`src/rtl/mem_arb_pkg.sv`:
```
// ---------------------------------------------------------------------------
// mem_arb_pkg
// Shared types and default constants for the round-robin memory arbiter.
//   arb_state_e        : arbiter FSM states (IDLE, ISSUE)
//   DEF_*              : default parameter values used by mem_arbiter and
//                        mem_rr_arbiter
// ---------------------------------------------------------------------------
package mem_arb_pkg;

    localparam int unsigned DEF_NUM_REQ        = 32'd4;
    localparam int unsigned DEF_WIDTH          = 32'd16;
    localparam int unsigned DEF_DEPTH          = 32'd64;
    localparam int unsigned DEF_TIMEOUT_CYCLES = 32'd32;

    typedef enum logic [0:0] {
        IDLE  = 1'b0,
        ISSUE = 1'b1
    } arb_state_e;

endpackage

```
`src/rtl/mem_rr_arbiter.sv`:
```
// ---------------------------------------------------------------------------
// mem_rr_arbiter
// Combinational round-robin pick: the first set request bit strictly above
// the last granted position, wrapping around to bit 0.
//   req_i        in   NUM_REQ  request vector
//   last_grant_i in   NUM_REQ  one-hot position of the last served requester
//   grant_o      out  NUM_REQ  one-hot pick (0 when no request)
//   valid_o      out  1        at least one request pending
// ---------------------------------------------------------------------------
module mem_rr_arbiter
    import mem_arb_pkg::*;
#(
    parameter int unsigned NUM_REQ = DEF_NUM_REQ
) (
    input  logic [NUM_REQ-1:0] req_i,
    input  logic [NUM_REQ-1:0] last_grant_i,
    output logic [NUM_REQ-1:0] grant_o,
    output logic               valid_o
);

    localparam logic [NUM_REQ-1:0] ONE_C = {{(NUM_REQ-1){1'b0}}, 1'b1};

    logic [NUM_REQ-1:0] upper_mask_s;
    logic [NUM_REQ-1:0] upper_req_s;

    // Masked priority pick: lowest request above last_grant, else lowest overall.
    // (last << 1) - 1 covers last and everything below it; when last is the top
    // bit the shift wraps to zero and the mask becomes empty, forcing the wrap.
    always_comb begin
        upper_mask_s = ~((last_grant_i << 1'b1) - ONE_C);
        upper_req_s  = req_i & upper_mask_s;
        valid_o      = |req_i;
        if (|upper_req_s) begin
            grant_o = upper_req_s & (~upper_req_s + ONE_C);
        end else begin
            grant_o = req_i & (~req_i + ONE_C);
        end
    end

endmodule

```
`src/rtl/mem_arbiter.sv`:
```
// ---------------------------------------------------------------------------
// mem_arbiter
// Round-robin arbiter sharing one valid/ready memory slave among NUM_REQ
// requesters. One transaction in flight at a time; the granted requester's
// command is latched on grant and held on the memory port until ready_i.
//
// Optional build macro: MEM_ARB_TIMEOUT_EN -- adds an ISSUE watchdog that
// aborts a transaction after TIMEOUT_CYCLES cycles without ready_i and flags
// it on req_err_o. Without the macro req_err_o is tied 0.
//
// Ports
//   clk_i, rst_i          clock, async active-high reset
//   req_valid_i/wr_rd_i   per-requester request and direction (1=write)
//   req_addr_i/wdata_i    packed per-requester address / write data
//   req_ready_o           one-cycle completion pulse to the served requester
//   req_rdata_o           read data of the last completed read
//   req_err_o             watchdog abort flag, coincident with req_ready_o
//   valid_o/wr_rd_o/addr_o/wdata_o, ready_i/rdata_i   memory side
//   grant_o               one-hot current owner, 0 when idle
//   busy_o                transaction in flight
// ---------------------------------------------------------------------------
module mem_arbiter
    import mem_arb_pkg::*;
#(
    parameter int unsigned NUM_REQ        = DEF_NUM_REQ,
    parameter int unsigned WIDTH          = DEF_WIDTH,
    parameter int unsigned DEPTH          = DEF_DEPTH,
    parameter int unsigned ADDR_WIDTH     = $clog2(DEPTH),
    parameter int unsigned TIMEOUT_CYCLES = DEF_TIMEOUT_CYCLES
) (
    input  logic                          clk_i,
    input  logic                          rst_i,
    input  logic [NUM_REQ-1:0]            req_valid_i,
    input  logic [NUM_REQ-1:0]            req_wr_rd_i,
    input  logic [NUM_REQ*ADDR_WIDTH-1:0] req_addr_i,
    input  logic [NUM_REQ*WIDTH-1:0]      req_wdata_i,
    output logic [NUM_REQ-1:0]            req_ready_o,
    output logic [WIDTH-1:0]              req_rdata_o,
    output logic                          req_err_o,
    output logic                          valid_o,
    output logic                          wr_rd_o,
    output logic [ADDR_WIDTH-1:0]         addr_o,
    output logic [WIDTH-1:0]              wdata_o,
    input  logic                          ready_i,
    input  logic [WIDTH-1:0]              rdata_i,
    output logic [NUM_REQ-1:0]            grant_o,
    output logic                          busy_o
);

    localparam logic [NUM_REQ-1:0] LAST_RST_C = {1'b1, {(NUM_REQ-1){1'b0}}};

    arb_state_e              state_r;
    arb_state_e              state_next_s;
    logic [NUM_REQ-1:0]      pick_s;
    logic                    pick_valid_s;
    logic [NUM_REQ-1:0]      grant_r;
    logic [NUM_REQ-1:0]      last_grant_r;
    logic [NUM_REQ-1:0]      req_ready_r;
    logic                    wr_rd_r;
    logic [ADDR_WIDTH-1:0]   addr_r;
    logic [WIDTH-1:0]        wdata_r;
    logic [WIDTH-1:0]        rdata_r;
    logic                    sel_wr_rd_s;
    logic [ADDR_WIDTH-1:0]   sel_addr_s;
    logic [WIDTH-1:0]        sel_wdata_s;
    logic                    timeout_s;
    logic                    done_s;

    mem_rr_arbiter #(
        .NUM_REQ (NUM_REQ)
    ) u_rr (
        .req_i        (req_valid_i),
        .last_grant_i (last_grant_r),
        .grant_o      (pick_s),
        .valid_o      (pick_valid_s)
    );

    // One-hot mux of the picked requester's command fields.
    always_comb begin
        sel_wr_rd_s = 1'b0;
        sel_addr_s  = '0;
        sel_wdata_s = '0;
        for (int i = 0; i < int'(NUM_REQ); i++) begin
            sel_wr_rd_s = sel_wr_rd_s | (req_wr_rd_i[i] & pick_s[i]);
            sel_addr_s  = sel_addr_s  | (req_addr_i[i*ADDR_WIDTH +: ADDR_WIDTH] & {ADDR_WIDTH{pick_s[i]}});
            sel_wdata_s = sel_wdata_s | (req_wdata_i[i*WIDTH +: WIDTH] & {WIDTH{pick_s[i]}});
        end
    end

`ifdef MEM_ARB_TIMEOUT_EN
    localparam int unsigned CNT_W = $clog2(TIMEOUT_CYCLES + 32'd1);

    logic [CNT_W-1:0] timeout_cnt_r;
    logic             req_err_r;

    // Counts completed ISSUE cycles; cleared whenever the FSM is idle.
    always_ff @(posedge clk_i or posedge rst_i) begin
        if (rst_i) begin
            timeout_cnt_r <= '0;
        end else if (state_r != ISSUE) begin
            timeout_cnt_r <= '0;
        end else begin
            timeout_cnt_r <= timeout_cnt_r + CNT_W'(1'b1);
        end
    end

    // Fires in the last allowed ISSUE cycle so the abort lands after exactly
    // TIMEOUT_CYCLES cycles of valid_o.
    assign timeout_s = (state_r == ISSUE) &&
                       (timeout_cnt_r == CNT_W'(TIMEOUT_CYCLES - 32'd1));

    // Error flag pulses with the completion only when ready_i did not win.
    always_ff @(posedge clk_i or posedge rst_i) begin
        if (rst_i) begin
            req_err_r <= 1'b0;
        end else begin
            req_err_r <= timeout_s & ~ready_i;
        end
    end

    assign req_err_o = req_err_r;
`else
    logic unused_timeout_s;

    assign timeout_s        = 1'b0;
    assign req_err_o        = 1'b0;
    assign unused_timeout_s = (TIMEOUT_CYCLES != 32'd0);
`endif

    assign done_s = (state_r == ISSUE) && (ready_i || timeout_s);

    // FSM state register.
    always_ff @(posedge clk_i or posedge rst_i) begin
        if (rst_i) begin
            state_r <= IDLE;
        end else begin
            state_r <= state_next_s;
        end
    end

    // FSM next-state logic.
    always_comb begin
        state_next_s = state_r;
        case (state_r)
            IDLE: begin
                if (pick_valid_s) begin
                    state_next_s = ISSUE;
                end else begin
                    state_next_s = IDLE;
                end
            end
            ISSUE: begin
                if (done_s) begin
                    state_next_s = IDLE;
                end else begin
                    state_next_s = ISSUE;
                end
            end
            default: state_next_s = IDLE;
        endcase
    end

    // Registered outputs: command latch on grant, completion/read data on done.
    always_ff @(posedge clk_i or posedge rst_i) begin
        if (rst_i) begin
            grant_r      <= '0;
            last_grant_r <= LAST_RST_C;
            req_ready_r  <= '0;
            wr_rd_r      <= 1'b0;
            addr_r       <= '0;
            wdata_r      <= '0;
            rdata_r      <= '0;
        end else begin
            req_ready_r <= '0;
            case (state_r)
                IDLE: begin
                    if (pick_valid_s) begin
                        grant_r <= pick_s;
                        wr_rd_r <= sel_wr_rd_s;
                        addr_r  <= sel_addr_s;
                        wdata_r <= sel_wdata_s;
                    end
                end
                ISSUE: begin
                    if (done_s) begin
                        req_ready_r  <= grant_r;
                        last_grant_r <= grant_r;
                        grant_r      <= '0;
                        // Aborted or write transactions leave read data untouched.
                        if (ready_i && !wr_rd_r) begin
                            rdata_r <= rdata_i;
                        end
                    end
                end
                default: grant_r <= '0;
            endcase
        end
    end

    assign valid_o     = (state_r == ISSUE);
    assign busy_o      = (state_r == ISSUE);
    assign grant_o     = grant_r;
    assign req_ready_o = req_ready_r;
    assign req_rdata_o = rdata_r;
    assign wr_rd_o     = wr_rd_r;
    assign addr_o      = addr_r;
    assign wdata_o     = wdata_r;

endmodule

```
`config.mk`:
```
export PLATFORM = sky130hd
export DESIGN_NAME = mem_arbiter
export DESIGN_NICKNAME = d
export VERILOG_FILES = /design/src/rtl/mem_arb_pkg.sv /design/src/rtl/mem_rr_arbiter.sv /design/src/rtl/mem_arbiter.sv
export SDC_FILE = /design/constraint.sdc
export NUM_CORES = 1
export LEC_CHECK = 0
export ABC_CLOCK_PERIOD_IN_PS = 1900
export CAP_MARGIN = 20
export CORE_MARGIN = 4
export CORE_UTILIZATION = 30
export CTS_BUF_LIST = sky130_fd_sc_hd__clkbuf_2
export DETAILED_ROUTE_END_ITERATION = 10
export PLACE_DENSITY_LB_ADDON = 0.15
export SETUP_SLACK_MARGIN = 0.2
export SLEW_MARGIN = 10
export SYNTH_ARGS = -nofsm -noshare
export SYNTH_HDL_FRONTEND = slang
export SYNTH_HIERARCHICAL = 1
export SYNTH_SLANG_ARGS = --single-unit
```
`constraint.sdc`:
```
create_clock -name clk_i -period 1.9 [get_ports clk_i]
set_input_delay 0.19 -clock clk_i [delete_from_list [all_inputs] [get_ports clk_i]]
set_output_delay 0.19 -clock clk_i [all_outputs]
set_load 0.03 [all_outputs]
```
After elaboration in Yosys (flattened, before gate mapping)
Index checks and enable logic that the tools add are counted.
Widths: inputs -> output; s select.
{ "word_totals": {"out_inout_bits": 50, "word_cells": 59, "ff_bits": 51} }
{ "op_classes": {"n_bitwise": 28, "n_reduce_logical": 9, "add_sub_neg": 3, "n_eq_ne": 2, "muxes": 9} }
{ "ops": {"columns": ["cell", "count"], "rows": [
  ["$and 16x16->16", 4],
  ["$or 16x16->16", 3],
  ["$and 6x6->6", 4],
  ["$mux 4", 5],
  ["$or 6x6->6", 3],
  ["$and 4x4->4", 3],
  ["$not 4->4", 3],
  ["$add 4x1->4 const B", 2],
  ["$pmux 4 s2", 1],
  ["$reduce_or 4->1", 2],
  ["$reduce_and 2->1", 3],
  ["$and 1x1->1", 4],
  ["$sub 4x1->4 const B", 1],
  ["$or 1x1->1", 3],
  ["$reduce_and 3->1", 1],
  ["$logic_and 1x1->1", 2],
  ["$mux 1", 2],
  ["$ne 2x1->1 const B", 1],
  ["$ne 2x2->1 const B", 1],
  ["$pmux 1 s2", 1],
  ["$logic_not 1->1", 1],
  ["$not 1->1", 1]
]} }

Depth between registers and ports, before layout
{ "logic_depth": {"ltp_word": 11, "mapped_depth": 8, "mapped_depth_nobuf": 7} }

By module
Netlist, hierarchy kept.
{ "by_module_without_submodules": {"columns": ["mod", "area_each_um2", "n_inst", "cells_per_inst"], "rows": [
  ["mem_arbiter", 2342.2, 1, 198],
  ["mem_rr_arbiter", 105.1, 1, 15]
]} }

Worst setup path after synthesis
Ideal clock, no wire load.
{ "synth_timing": {"kind": "flip-flop to flip-flop", "from": "register last_grant_r[0]", "to": "register wdata_r[14] (netlist: wdata_o[14])", "stages_incl_launch_ff": 9, "n_path_buf": 1, "arrival_time_ns": 1.835, "period_less_slack_ns": 1.917, "slack_ns": -0.017, "setup_time_ns": 0.082, "path_cell_list": "dfrtp_1 inv_1 ha_1 a22oi_1 nand2_1 a21oi_1 clkbuf_1 a22oi_1 a31oi_1"} }
{ "synth_rtl": {"columns": ["item", "line", "source"], "rows": [
  ["start: declaration", "mem_arbiter.sv:57", "logic [NUM_REQ-1:0] last_grant_r;"],
  ["start signal: assignment", "mem_arbiter.sv:187", "last_grant_r <= grant_r;"],
  ["$sub 4x1->4", "mem_rr_arbiter.sv:30", "upper_mask_s = ~((last_grant_i << 1'b1) - ONE_C);"],
  ["$not 4->4", "mem_rr_arbiter.sv:30", null],
  ["$and 4x4->4", "mem_rr_arbiter.sv:31", "upper_req_s = req_i & upper_mask_s;"],
  ["$reduce_or 4->1", "mem_rr_arbiter.sv:33", "if (|upper_req_s) begin"],
  ["$mux 4", "mem_rr_arbiter.sv:33", null],
  ["named net pick_s[0]", "mem_arbiter.sv:54", "logic [NUM_REQ-1:0] pick_s;"],
  ["$and 16x16->16", "mem_arbiter.sv:86", "sel_wdata_s = sel_wdata_s | (req_wdata_i[i*WIDTH +: WIDTH] & {WIDTH{pick_s[i]}});"],
  ["$or 16x16->16 (3 in series)", "mem_arbiter.sv:86", null],
  ["end signal: assignment", "mem_arbiter.sv:181", "wdata_r <= sel_wdata_s;"],
  ["end: declaration", "mem_arbiter.sv:61", "logic [WIDTH-1:0] wdata_r;"]
]} }
The timed path passes the listed nets, and every way through them passes these cells.
A chain may end at the register's enable or synchronous reset.

Worst setup path in the final report
{ "layout_timing": {"from": "register last_grant_r[0]", "to": "register wdata_r[5] (netlist: wdata_o[5])"} }
{ "layout_between": {"elab_chain_cells": 11} }
{ "layout_rtl": {"columns": ["item", "line", "source"], "rows": [
  ["$sub 4x1->4 (*)", "mem_rr_arbiter.sv:30", null],
  ["$not 4->4 (*)", "mem_rr_arbiter.sv:30", null],
  ["$and 4x4->4 (*)", "mem_rr_arbiter.sv:31", null],
  ["$not 4->4", "mem_rr_arbiter.sv:34", "grant_o = upper_req_s & (~upper_req_s + ONE_C);"],
  ["$add 4x1->4", "mem_rr_arbiter.sv:34", null],
  ["$and 4x4->4", "mem_rr_arbiter.sv:34", null],
  ["$mux 4 (*)", "mem_rr_arbiter.sv:33", null],
  ["named net pick_s[1]", "mem_arbiter.sv:54", null],
  ["$and 16x16->16 (*)", "mem_arbiter.sv:86", null],
  ["$or 16x16->16 (*) (3 in series)", "mem_arbiter.sv:86", null]
]} }
The timed path passes the listed nets; every way through them passes the cells marked *.

==> metrics.txt <==
Avg Vias per Cell 4.94; Post-Syn Instances 211; GPL Wtd Cong 0.742; DRC violations left 0; final-layout fill cell count 709; crit path max fanout 11; Syn-to-layout area delta 80.5%; Max-Cap Viols 0; dpl ws 0.0920 ns; All-Layer GR Usage 0.166; Hold Slack 0.0849 ns; RSZ-0062 raised after global routing yes; Initial Util 0.311; aggregate routed wire length 8120 um; vias post-DR 2389; Die Y-Extent 97.7 um; clk buf depth 2; Crit Path Category reg -> reg; largest net degree at the start of global routing 52; Layout Utilization 0.561; Slew Limit Fails 0; Final Skew 0.0148 ns; DIE AREA 9540 um^2; Leakage Power 0.00189 uW; crit path DAT 2.12 ns; Worst setup SP type flop; CTS Hold Bufs 0; Worst VDD drop 0.000585 V; total power 6440 uW; status finished clean; # setup viols final 0; drt wl/cell 16.8 um; vias in the first global route 2508; CTS sink count 51; initial drt markers 51; CP max stage delay 0.40 ns; slowest library cell on the worst path dfrtp_1; total global routing overflow 0; Routed Antenna Nets 0; clock-pin slew on the worst setup and hold paths 0.25 ns; Fmax 0.565 GHz; # nets final 497; Worst-Skew Late Latency 0.43 ns; CTS tree built; Root Buffer clkbuf_2; H-tree depth 2; mapped cell area 2410 um^2; Placeable Area 7770 um^2; pwr/cell area 1480 nW/um^2; die width 97.7 um; Tcrit/Tclk final 0.932; initial antenna violation count 0; Final Hold Viols 0; synth warn 6; Worst EP required 2.25 ns; Worst setup EP type flop; CTS Buf Count 5; # port buffers 163; FF-to-FF setup slack 0.13 ns; CP cell instances inv_1 > ha_4 > xnor2_4 > a221oi_2 > o21a_2 > clkbuf_16 > a22oi_1 > a31oi_1; share of layout cells above drive strength 1 0.170; antenna cells 0; # rows 32; io pins 165; final worst slack 0.129 ns; hold crit path type in -> async; minimum clock period 1.77 ns; HPWL after DPL 6220 um; Syn Area/Cell 11.4 um^2; first-pass iteration count of the detailed router 4; Mapped Nets 327; first-pass GRT wire length 12700 um; post-route setup TNS 0 ns
-- routing by layer --
layer	share of wire	up-vias	track usage	wire, um
met5	0	-	0	0
met4	0.012	0	0.0394	94
met3	0.11	7	0.0725	872
met2	0.50	121	0.287	4030
met1	0.39	1124	0.187	3130
li1	-	1137	-	-
-- worst max-delay path: cells and delay by family (launching register included) --
| family | cells | cell delay [ns] |
|---|---|---|
| buf+inv | 2 | 0.25 |
| fa+ha+maj | 1 | 0.18 |
| compound gates | 4 | 0.64 |
| flops | 1 | 0.40 |
| xor+xnor | 1 | 0.22 |
-- path summary, 6_finish.rpt --
check | startpoint | endpoint | depth (start not counted)
worst max-delay path | last_grant_r[0]$_DFFE_PP0P_ | wdata_o[5]$_DFFE_PP0P_ | 8
worst min-delay path | rst_i | busy_o$_DFF_PP0_ | 3
worst max register to register | last_grant_r[0]$_DFFE_PP0P_ | wdata_o[5]$_DFFE_PP0P_ | 8
worst min register to register | last_grant_r[1]$_DFFE_PP0P_ | last_grant_r[1]$_DFFE_PP0P_ | 1
max in group asynchronous | rst_i | wdata_o[1]$_DFFE_PP0P_ | 3
min in group clk_i | rdata_i[13] | req_rdata_o[13]$_DFFE_PP0P_ | 2
-- through the flow --
step | instances | cell area [um^2]
after detailed placement | 472 | 4260
final | 484 | 4360
after floorplan | 211 | 2480
after CTS | 482 | 4300
after global placement | 472 | 4260
after global routing | 484 | 4360
-- state kept, by name (all words and copies together), names as in the netlist --
| name | cells |
|---|---|
| last_grant_r | 3 |
| wdata_o | 16 |
| wr_rd_o | 1 |
| addr_o | 6 |
| grant_o | 4 |
| busy_o | 1 |
| req_ready_o | 4 |
| req_rdata_o | 16 |
-- report_power, final --
part / internal (uW) / leakage, uW / switching, uW / total, uW
registers: 1600 / 0.000610 / 292 / 1890
logic: 1810 / 0.00125 / 2330 / 4130
clock network: 81.9 / 0.0000241 / 335 / 417
total: 3490 / 0.00189 / 2950 / 6440
-- timing repair --
item | CTS | global route
pin swaps | 2 | 1
resized for setup | 58 | 5
setup endpoints to repair | 71 | 24
gates cloned | 0 | 1
buffers inserted | 2 | 1
-- layout make-up --
class                      count  area [um^2]  area share
inverter                       4         15.0     0.00345
tap                          102          128      0.0293
clock buffer                   5         25.0     0.00575
clock inverter                 3         15.0     0.00345
timing repair buffer         181         1780       0.410
sequential                    51         1280       0.293
multi-input combinational    138         1110       0.255
-- layout by cell type, fill, tap and decap left out, types with 2 or more instances in the layout --
cell type	n
a21o_2	4
a22o_1	4
a22oi_1	40
a22oi_2	7
a31oi_1	23
and3_2	4
buf_12	4
buf_4	11
buf_6	2
clkbuf_2	5
clkdlybuf4s50_1	114
clkinv_1	2
dfrtp_1	50
dlygate4sd2_1	48
inv_1	3
mux2_2	6
mux2_4	10
nor2_1	23
No activity file was read; power rests on OpenSTA's default activity.
